===== src/rtl/demux_1_4_stream.sv =====
// Purpose : 1-to-4 stream demux; routes each accepted word to the one-entry register of channel in_sel.
// Latency : one cycle; a word accepted on edge N is presented on outk from cycle N+1.
// Backpres: in_ready drops only for words aimed at a full, stalled channel; other channels keep flowing.
// Optional: define DEMUX_STATS_EN to add stat_cnt, four 16-bit wrapping delivered-word counters.
module demux_1_4_stream #(
  parameter int DATA_WIDTH = 16
) (
  input  logic                  clk,
  input  logic                  rst_n,
  input  logic [DATA_WIDTH-1:0] in_data,
  input  logic [1:0]            in_sel,
  input  logic                  in_valid,
  output logic                  in_ready,
  output logic [DATA_WIDTH-1:0] out0,
  output logic [DATA_WIDTH-1:0] out1,
  output logic [DATA_WIDTH-1:0] out2,
  output logic [DATA_WIDTH-1:0] out3,
  output logic [3:0]            out_valid,
  input  logic [3:0]            out_ready
`ifdef DEMUX_STATS_EN
  ,
  output logic [63:0]           stat_cnt
`endif
);

  logic [DATA_WIDTH-1:0] data_q [4];
  logic [DATA_WIDTH-1:0] data_d [4];
  logic [3:0]            vld_q;
  logic [3:0]            vld_d;
  logic [3:0]            load;
  logic [3:0]            drain;
  logic                  in_xfer;

  // A channel can take a word when it is empty or is being emptied on this same edge.
  assign in_ready = rst_n & (~vld_q[in_sel] | out_ready[in_sel]);
  assign in_xfer  = in_valid & in_ready;

  // Per-channel load/drain decode and next state; a simultaneous load and drain keeps valid high.
  always_comb begin
    load  = '0;
    drain = '0;
    vld_d = vld_q;
    for (int k = 0; k < 4; k++) begin
      data_d[k] = data_q[k];
      load[k]   = in_xfer & (in_sel == 2'(k));
      drain[k]  = vld_q[k] & out_ready[k];
      if (load[k]) begin
        data_d[k] = in_data;
        vld_d[k]  = 1'b1;
      end else if (drain[k]) begin
        vld_d[k]  = 1'b0;
      end
    end
  end

  // Channel registers; reset clears both valid and data, dropping anything in flight.
  always_ff @(posedge clk) begin
    if (!rst_n) begin
      vld_q <= '0;
      for (int k = 0; k < 4; k++) data_q[k] <= '0;
    end else begin
      vld_q <= vld_d;
      for (int k = 0; k < 4; k++) data_q[k] <= data_d[k];
    end
  end

  assign out0      = data_q[0];
  assign out1      = data_q[1];
  assign out2      = data_q[2];
  assign out3      = data_q[3];
  assign out_valid = vld_q;

`ifdef DEMUX_STATS_EN
  logic [15:0] cnt_q [4];

  // Delivered-word counters, one per channel, wrapping naturally at 16 bits.
  always_ff @(posedge clk) begin
    if (!rst_n) begin
      for (int k = 0; k < 4; k++) cnt_q[k] <= '0;
    end else begin
      for (int k = 0; k < 4; k++) begin
        if (drain[k]) cnt_q[k] <= cnt_q[k] + 16'd1;
      end
    end
  end

  assign stat_cnt = {cnt_q[3], cnt_q[2], cnt_q[1], cnt_q[0]};
`endif

endmodule


===== config.mk =====
export PLATFORM = sky130hd
export DESIGN_NAME = demux_1_4_stream
export DESIGN_NICKNAME = d
export VERILOG_FILES = /design/src/rtl/demux_1_4_stream.sv
export SDC_FILE = /design/constraint.sdc
export NUM_CORES = 1
export LEC_CHECK = 0
export BUFFER_PORTS_ARGS = -buffer_cell sky130_fd_sc_hd__buf_2
export CORE_ASPECT_RATIO = 1.4
export CORE_UTILIZATION = 35
export DETAILED_ROUTE_END_ITERATION = 10
export SLEW_MARGIN = 15
export SYNTH_ARGS = -nofsm -noshare
export SYNTH_HDL_FRONTEND = slang
export SYNTH_SLANG_ARGS = --single-unit

===== constraint.sdc =====
create_clock -name clk -period 1.6 [get_ports clk]
set_input_delay 0.08 -clock clk [delete_from_list [all_inputs] [get_ports clk]]
set_output_delay 0.08 -clock clk [all_outputs]
set_load 0.05 [all_outputs]

==> reports/metrics.yaml, run 1 <==
setup_path:
  setup.worst_path.start_class: "flop"
  max_stage_delay_ps: 470
  cp_cell_sequence: "nand2b_1, mux4_2, and2_4, buf_6"
  timing.critical_path.required_ps: 1520
  crit_buf_inv: 1
  worstPathArrival_ps: 1540
  path_max_fanout: 3
  worst_path_max_delay_cell: "sky130_fd_sc_hd__mux4_2"
  critPathKind: "reg -> out"
  critical_path.endpoint_type: "output port"
  crit_family: "multiplexers"
final_layout:
  antenna_cells_inserted: 0
  drive_gt1_frac: 0.355
  final_net_count: 369
  nFillCells: 725
  seqCellArea_um2: 1370
  area.growth.synth_to_final_pct: 29.3
  final_cell_area_um2: 3380
  multi_input_area_um2: 1130
power:
  total_leakage_power_nw: 1.59
  power.density_cell_area_nw_per_um2: 1070
  power.ir.vdd_worst_mv: 0.559
place:
  routabilityCongestion: 0.695
  dpl-instance-area_um2: 3150
  preCtsSetupSlack_ps: 266
  placement.io_buffers: 93
  dp_hpwl_um: 4290
clocking:
  clk_pin_slew_ps: 80
  tritoncts: "yes"
  numClockSinks: 68
  clk-insertion-delay-late_ps: 350
  cts_root_buffer: "sky130_fd_sc_hd__clkbuf_8"
  cts_hold_buffers: 0
  post-cts-setup-buffer-count: 0
  cts_max_level: 3
  clk_path_buf_depth: 2
  cts_made_buffers: 9
routing:
  ant_nets: 0
  routed_met1_length_um: 2570
  detail_route.wl_per_cell_um: 13.9
  postRouteWirelength_um: 6160
  remaining_drc_errors: 0
  viasPerCell: 4.55
  wl_met2_um: 3060
  drt_pass1_iterations: 4
  highest_layer: "met4"
  via_count: 2020
  violation_count_after_the_first_detailed_routing_iteration: 73
  route.met3.wl_um: 325
synthesis:
  synthXorXnorAreaFrac: 0
  synth_compound_gate_area_share: 0.0105
  synth_top_family_by_area: "multiplexers"
  synthCells: 252
  synth-seq-area-share: 0.521
  avgSynthCellArea_um2: 10.4
  ys_async_sr_fraction: 0
  yosys_register_bits: 68
  yosys.area_share.simple: 0.161
  synthDistinctLibCells: 23
  synth_mux_area_frac: 0.255
  synthesis.area_um2: 2610
  synthAdderAreaFrac: 0
  synth-edff-count: 0
  syn_nets: 277
  ys_warn_count: 0
  ys.flop_type: "sky130_fd_sc_hd__dfxtp_1"
floorplanning:
  placeable_core_region_um2: 7070
  die_height_um: 104
  die-area_um2: 7820
  die_w_um: 75.0
  design.portCount: 94
  initial_core_util: 0.369
  row_count: 36
timing:
  layout_min_cycle_time_ps: 1620
  slew_headroom: 0.673
  unrepaired_setup_endpoints_after_global_routing: "true"
  max_freq_ghz: 0.619
  worst-slew-pin-transition_ps: 490
  fin_worst_skew_ps: 7.90
  report.final.hold_viol_count: 0
  final-setup-viol-count: 1
  worst_slack_ps: -15.8
  share_of_the_clock_period_used_by_the_worst_path: 1.01
  final_max_slew_viol_count: 0
run_status:
  run_status: "finished, violations left"
  violated_checks: "setup timing"
global_route:
  grt_pass1_vias: 1972
  grt_max_degree: 51
  number_of_antenna_violations_at_the_first_check_in_global_routing: 0
  grt_usage: 0.171
  grt_remaining_overflow: 0
  grt_pass1_wl_um: 9810
min_path:
  worst_hold_path_type: "in -> reg"
flow_run:
  max-cap-violations: 0
-- Yosys cell counts, types with 2 or more instances --
| library cell | number | area [um2] |
|---|---|---|
| sky130_fd_sc_hd__a21boi_0 | 2 | 15.0 |
| sky130_fd_sc_hd__and2_1 | 2 | 12.5 |
| sky130_fd_sc_hd__and3_1 | 2 | 12.5 |
| sky130_fd_sc_hd__and3b_1 | 2 | 17.5 |
| sky130_fd_sc_hd__buf_1 | 4 | 15.0 |
| sky130_fd_sc_hd__buf_2 | 2 | 10.0 |
| sky130_fd_sc_hd__buf_6 | 6 | 67.6 |
| sky130_fd_sc_hd__clkbuf_1 | 4 | 15.0 |
| sky130_fd_sc_hd__dfxtp_1 | 68 | 1360 |
| sky130_fd_sc_hd__mux2i_1 | 64 | 641 |
| sky130_fd_sc_hd__nand2_1 | 81 | 304 |
| sky130_fd_sc_hd__nand2b_1 | 4 | 25.0 |
-- worst paths after layout --
kind | from | cells after the start | end | slack [ps]
setup / recovery | out_valid[3] | 4 | in_ready | -20
hold / removal | in_valid | 3 | out_valid[3] | 70
setup reg to reg | out_valid[0] | 4 | data_q[0][2] | 380
hold reg to reg | data_q[3][8] | 2 | data_q[3][8] | 460
-- cells by family after synthesis --
| logic type | after synthesis |
|---|---|
| AOI/OAI and AO/OA | 4 |
| and+or+nand+nor | 97 |
| DFF | 68 |
| buffers and inverters | 18 |
| muxes | 65 |
-- sequential cells by signal, summed over array words and instances, names as in the netlist --
register	count
data_q	64
out_valid	4
-- routing by layer --
metal,GRT usage,up-vias
li1,-,1012
met1,0.188,918
met2,0.286,75
met3,0.0426,15
met4,0.0997,0
met5,0,-
-- cell type report --
class / instances / area share
clock buffer: 10 / 0.0408
multi-input combinational: 166 / 0.334
sequential: 68 / 0.405
tap: 95 / 0.0352
clock inverter: 6 / 0.0211
timing repair buffer: 99 / 0.164
-- repair_timing --
action / in CTS / in global routing
endpoints found under the setup margin: 1 / 1
pin swaps: 0 / 0
gates resized for setup: 5 / 1
-- where the power goes --
group	switching, mW	internal, mW
Sequential	0.0186	1.73
Combinational	0.274	0.112
Clock	0.693	0.775
Total	0.985	2.62
-- metrics by stage --
stage | TNS, ps | instances | utilization | power [mW] | hold WS (ps)
after floorplan | 0 | 252 | - | 2.07 | 243
after global placement | 0 | 428 | 0.446 | 2.17 | 406
after detailed placement | 0 | 428 | 0.446 | 2.17 | 417
after CTS | -35.4 | 444 | 0.477 | 3.65 | 51.4
after global routing | -73.7 | 444 | 0.478 | 3.76 | 66.3
final | -15.8 | 444 | 0.478 | 3.60 | 67.3
-- layout by cell type (no fill, tap or decap), types with 2 or more instances in the layout --
| cell | instances |
|---|---|
| sky130_fd_sc_hd__and3b_1 | 2 |
| sky130_fd_sc_hd__inv_6 | 2 |
| sky130_fd_sc_hd__mux2i_1 | 64 |
| sky130_fd_sc_hd__nand2_1 | 81 |
| sky130_fd_sc_hd__buf_2 | 92 |
| sky130_fd_sc_hd__dfxtp_1 | 64 |
| sky130_fd_sc_hd__nand2b_1 | 3 |
| sky130_fd_sc_hd__dfxtp_2 | 4 |
| sky130_fd_sc_hd__buf_4 | 3 |
| sky130_fd_sc_hd__clkinvlp_4 | 2 |
| sky130_fd_sc_hd__a21boi_0 | 2 |
| sky130_fd_sc_hd__clkbuf_8 | 10 |
| sky130_fd_sc_hd__and3_1 | 2 |
| sky130_fd_sc_hd__buf_12 | 3 |
-- worst min-delay path, stage by stage --
cell	delay (ps)
sky130_fd_sc_hd__buf_2	130
sky130_fd_sc_hd__nand3_1	70
sky130_fd_sc_hd__a21boi_0	80
Power figures use the tool's default switching activity.
==> run 2: changes to the inputs <==
==> constraint.sdc (replaced) <==
create_clock -name clk -period 1.6 [get_ports clk]
set_input_delay 0.08 -clock clk [delete_from_list [all_inputs] [get_ports clk]]
set_output_delay 0.08 -clock clk [all_outputs]
set_load 0.01 [all_outputs]
==> run 2 against run 1 <==
Compared with the run above: the run now ends clean; worst setup slack better by 49 ps; design area decreased by 1.4%; critical path depth did not move; maximum frequency is 3.1% higher; sequential power barely moved; via count down 0.30%; clock power shrank 17%; core utilization fell by 0.67 points; combinational power fell by 31%.
==> reports/metrics.yaml, run 2 (synthesized netlist as in run 1, its figures left out) <==
run_status:
  run_status: "finished, final reports clean"
final_layout:
  largest_register_ffs: 64
  area.growth.synth_to_final_pct: 27.4
  antenna_cells_inserted: 0
  top_library_cells_by_usage_in_the_layout_fill_and_taps_aside: "sky130_fd_sc_hd__buf_2, sky130_fd_sc_hd__nand2_1, sky130_fd_sc_hd__dfxtp_1, sky130_fd_sc_hd__mux2i_1, sky130_fd_sc_hd__clkbuf_8"
  utilization: 0.471
  regMostFlops: "data_q"
  final_net_count: 371
  layout_commonest_cell: "sky130_fd_sc_hd__buf_2"
  final-instance-count-excl-fill: 445
  drive_gt1_frac: 0.343
  final_cell_area_um2: 3330
timing:
  max_freq_ghz: 0.638
  layout_min_cycle_time_ps: 1570
  fin_setup_tns_ps: 0
  share_of_the_clock_period_used_by_the_worst_path: 0.979
  slew_headroom: 0.803
  worst-slew-pin-transition_ps: 296
  fin_worst_skew_ps: 3.71
  final_max_slew_viol_count: 0
  report.final.hold_viol_count: 0
  unrepaired_setup_endpoints_after_global_routing: "true"
  final-setup-viol-count: 0
  worst_hold_slack_ps: 85.2
setup_path:
  timing.critical_path.required_ps: 1520
  worst_path_max_delay_cell: "sky130_fd_sc_hd__mux4_2"
  max_stage_delay_ps: 480
  path_depth: 4
  crit_family: "multiplexers"
  ff2ff_setup_slack_ps: 280
  critical_path.endpoint_type: "output port"
  setup.worst_path.start_class: "flop"
  critPathKind: "reg -> out"
  cp_cell_sequence: "nand2b_1, mux4_2, and2_4, buf_6"
  path_max_fanout: 3
  worstPathArrival_ps: 1490
  depth_of_the_worst_register_to_register_path: 6
  crit_buf_inv: 1
power:
  power.ir.vdd_worst_mv: 0.685
  total_leakage_power_nw: 1.58
  power.density_cell_area_nw_per_um2: 971
floorplanning:
  die_w_um: 75.0
  row_count: 36
  placeable_core_region_um2: 7070
  die_height_um: 104
  initial_core_util: 0.369
  design.portCount: 94
  die-area_um2: 7820
routing:
  remaining_drc_errors: 0
  postRouteWirelength_um: 6080
  viasPerCell: 4.53
  detail_route.wl_per_cell_um: 13.7
  drt_pass1_iterations: 4
  violation_count_after_the_first_detailed_routing_iteration: 64
  via_count: 2014
  ant_nets: 0
min_path:
  worst_hold_path_type: "in -> reg"
  holdPathStages: 3
clocking:
  clk_pin_slew_ps: 60
  cts_made_buffers: 9
  numClockSinks: 68
  tritoncts: "yes"
  cts_max_level: 3
  clk_path_buf_depth: 2
  clk-insertion-delay-late_ps: 330
  cts_hold_buffers: 0
  cts_root_buffer: "sky130_fd_sc_hd__clkbuf_8"
global_route:
  number_of_antenna_violations_at_the_first_check_in_global_routing: 0
  grt_pass1_wl_um: 9130
  grt_max_degree: 69
  grt_pass1_vias: 1820
  grt_remaining_overflow: 0
  grt_usage: 0.158
place:
  dp_hpwl_um: 4290
  dp.cells: 428
  routabilityCongestion: 0.775
  dpl-instance-area_um2: 3140
  placement.io_buffers: 93
flow_run:
  max-cap-violations: 0
run 2: path summary, 6_finish.rpt:
check	from	endpoint
setup / recovery	out_valid[3]	in_ready
hold / removal	out_ready[2]	out_valid[2]
setup reg to reg	out_valid[1]	data_q[1][0]
hold reg to reg	data_q[3][8]	data_q[3][8]
run 2: worst register-to-register path, delay by kind of cell (launching register included):
family | cells | cell delay, ps
and+or+nand+nor | 2 | 140
DFF | 1 | 320
muxes | 1 | 240
buffers and inverters | 3 | 550
run 2: through the flow:
step                setup WS (ps)  power (mW)
finish                       33.4        3.23
global route                -33.1        3.37
CTS                          10.9        3.27
detailed placement            311        2.05
global placement              351        2.05
floorplan                     406        1.94
run 2: where the power goes:
group	switching, mW	total [mW]	internal (mW)
clock	0.582	1.22	0.635
sequential	0.0180	1.75	1.73
combinational	0.153	0.265	0.112
run 2: cell type report:
class	instances	area [um2]
Fill cell	685	3740
Clock buffer	13	159
Clock inverter	2	10.0
Multi-Input combinational cell	166	1120
Tap cell	95	119
Timing Repair Buffer	101	557
Sequential cell	68	1360
run 2: routing by layer:
layer,track usage,wire (um),vias to the layer above
li1,-,-,1019
met1,0.181,2660,921
met2,0.264,3010,64
met3,0.0397,298,10
met4,0.0809,114,0
met5,0,0,-
run 2: what timing repair did:
| item | CTS | global route |
|---|---|---|
| cloned | 0 | 0 |
| gates resized for setup | 3 | 2 |
| endpoints found under the setup margin | 1 | 1 |
| setup buffers | 1 | 1 |
| pin swaps | 0 | 0 |
==> run 3: changes to the inputs <==
--- a/config.mk
+++ b/config.mk
@@ -6,7 +6,7 @@
 export NUM_CORES = 1
 export LEC_CHECK = 0
 export BUFFER_PORTS_ARGS = -buffer_cell sky130_fd_sc_hd__buf_2
-export CORE_ASPECT_RATIO = 1.4
+export CORE_ASPECT_RATIO = 0.75
 export CORE_UTILIZATION = 35
 export DETAILED_ROUTE_END_ITERATION = 10
 export SLEW_MARGIN = 15
==> run 3 against run 2 <==
Compared with the run above: die area about the same; sequential power about the same; design area increased by 2.0%; maximum frequency increased by 0.94%; clock power increased by 24%; wire length increased by 1.2%; sequential share of layout area decreased by 0.71 points; core utilization increased by 1.2 points; hold slack got worse by 35 ps; critical path depth unchanged; worst setup slack improved by 15 ps; critical endpoint unchanged; largest power group unchanged; highest routed layer unchanged.
==> reports/metrics.yaml, run 3 (synthesized netlist as in run 1, its figures left out) <==
clocking:
  tritoncts: "yes"
  clk_pin_slew_ps: 70
  clk-insertion-delay-late_ps: 330
  cts_root_buffer: "sky130_fd_sc_hd__clkbuf_8"
  clk_path_buf_depth: 2
  numClockSinks: 68
  cts_max_level: 3
  cts_made_buffers: 9
setup_path:
  path_max_fanout: 3
  critical_path.endpoint_type: "output port"
  critPathKind: "reg -> out"
  timing.critical_path.required_ps: 1520
  worstPathArrival_ps: 1470
  worst_path_max_delay_cell: "sky130_fd_sc_hd__mux4_2"
  setup.worst_path.start_class: "flop"
  cp_cell_sequence: "nand2b_4, mux4_2, and2_1, buf_2"
  max_stage_delay_ps: 450
timing:
  slew_headroom: 0.698
  fin_worst_skew_ps: 4.23
  final_max_slew_viol_count: 0
  fin_setup_tns_ps: 0
  max_freq_ghz: 0.644
  final-setup-viol-count: 0
  layout_min_cycle_time_ps: 1550
  report.final.hold_viol_count: 0
  share_of_the_clock_period_used_by_the_worst_path: 0.970
  worst_hold_slack_ps: 49.9
  worst-slew-pin-transition_ps: 454
  unrepaired_setup_endpoints_after_global_routing: "true"
final_layout:
  largest_register_ffs: 64
  seqCellArea_um2: 1370
  antenna_cells_inserted: 0
  top_library_cells_by_usage_in_the_layout_fill_and_taps_aside: "sky130_fd_sc_hd__buf_2, sky130_fd_sc_hd__nand2_1, sky130_fd_sc_hd__mux2i_1, sky130_fd_sc_hd__dfxtp_1, sky130_fd_sc_hd__clkbuf_8"
  utilization: 0.483
  layout_commonest_cell: "sky130_fd_sc_hd__buf_2"
  final_net_count: 371
  regMostFlops: "data_q"
  drive_gt1_frac: 0.353
  nFillCells: 724
  area.growth.synth_to_final_pct: 29.9
  multi_input_area_um2: 1130
run_status:
  run_status: "finished, final reports clean"
floorplanning:
  row_count: 26
  die-area_um2: 7820
  initial_core_util: 0.372
  placeable_core_region_um2: 7030
  die_height_um: 76.8
  die_w_um: 102
  design.portCount: 94
global_route:
  grt_pass1_vias: 1974
  number_of_antenna_violations_at_the_first_check_in_global_routing: 0
  grt_remaining_overflow: 0
  grt_max_degree: 48
  grt_pass1_wl_um: 9810
  grt_usage: 0.165
routing:
  via_count: 2039
  drt_pass1_iterations: 4
  viasPerCell: 4.54
  postRouteWirelength_um: 6150
  violation_count_after_the_first_detailed_routing_iteration: 59
  detail_route.wl_per_cell_um: 13.7
  remaining_drc_errors: 0
  ant_nets: 0
place:
  placement.io_buffers: 93
  dp_hpwl_um: 4210
  routabilityCongestion: 0.762
power:
  power.density_cell_area_nw_per_um2: 1040
  power.ir.vdd_worst_mv: 0.418
  total_leakage_power_nw: 1.60
flow_run:
  max-cap-violations: 0
min_path:
  worst_hold_path_type: "in -> reg"
## run 3: changes by cell type in the layout (fill, tap and decap cells not counted), sizes merged
| cell | before | now |
|---|---|---|
| clkbuf | 13 | 10 |
| bufinv | 0 | 2 |
| clkinvlp | 0 | 2 |
## run 3: power breakdown
part           internal [mW]  leakage [nW]  switching [mW]  total, mW
sequential              1.73         0.552          0.0202       1.75
combinational          0.110         0.947           0.150      0.259
clock                  0.878         0.102           0.635       1.51
## run 3: cell type report
| cell class | instances | area share |
|---|---|---|
| repair buffers | 101 | 0.166 |
| multi-input cells | 166 | 0.332 |
| clock buffers | 10 | 0.0376 |
| well taps | 98 | 0.0361 |
| flip-flops and latches | 68 | 0.403 |
| clock inverters | 6 | 0.0262 |
## run 3: stage by stage
stage | cells | area, um2 | total power [mW] | setup WS [ps]
CTS | 449 | 3380 | 3.58 | 9.84
global placement | 432 | 3160 | 2.05 | 344
detailed placement | 432 | 3160 | 2.05 | 358
floorplan | 252 | 2610 | 1.94 | 406
global route | 449 | 3390 | 3.69 | -28.9
finish | 449 | 3390 | 3.52 | 48.0
## run 3: path summary, 6_finish.rpt
path | start | end | slack [ps] | cells past startpoint
setup / recovery | out_valid[3] | in_ready | 50 | 4
hold / removal | out_ready[3] | out_valid[3] | 50 | 3
setup reg to reg | out_valid[1] | data_q[1][2] | 350 | 5
hold reg to reg | data_q[3][10] | data_q[3][10] | 450 | 2
## run 3: per-layer routing
| layer | routed length (um) | share of wire | vias up | track usage |
|---|---|---|---|---|
| met5 | 0 | 0 | - | 0 |
| met4 | 38 | 0.0062 | 0 | 0.0304 |
| li1 | - | - | 1021 | - |
| met2 | 2550 | 0.42 | 65 | 0.235 |
| met1 | 3100 | 0.50 | 949 | 0.229 |
| met3 | 453 | 0.074 | 4 | 0.0738 |
## run 3: timing repair
action / CTS / global route
setup endpoints to repair: 1 / 1
hold buffers: 0 / 0
resized for setup: 3 / 3
setup buffers: 1 / 0
## run 3: worst max-delay path: cells and delay by family, from the launching register on
family | cells | cell delay (ps)
and+or+nand+nor | 2 | 220
DFF | 1 | 350
buffers and inverters | 1 | 130
muxes | 1 | 450
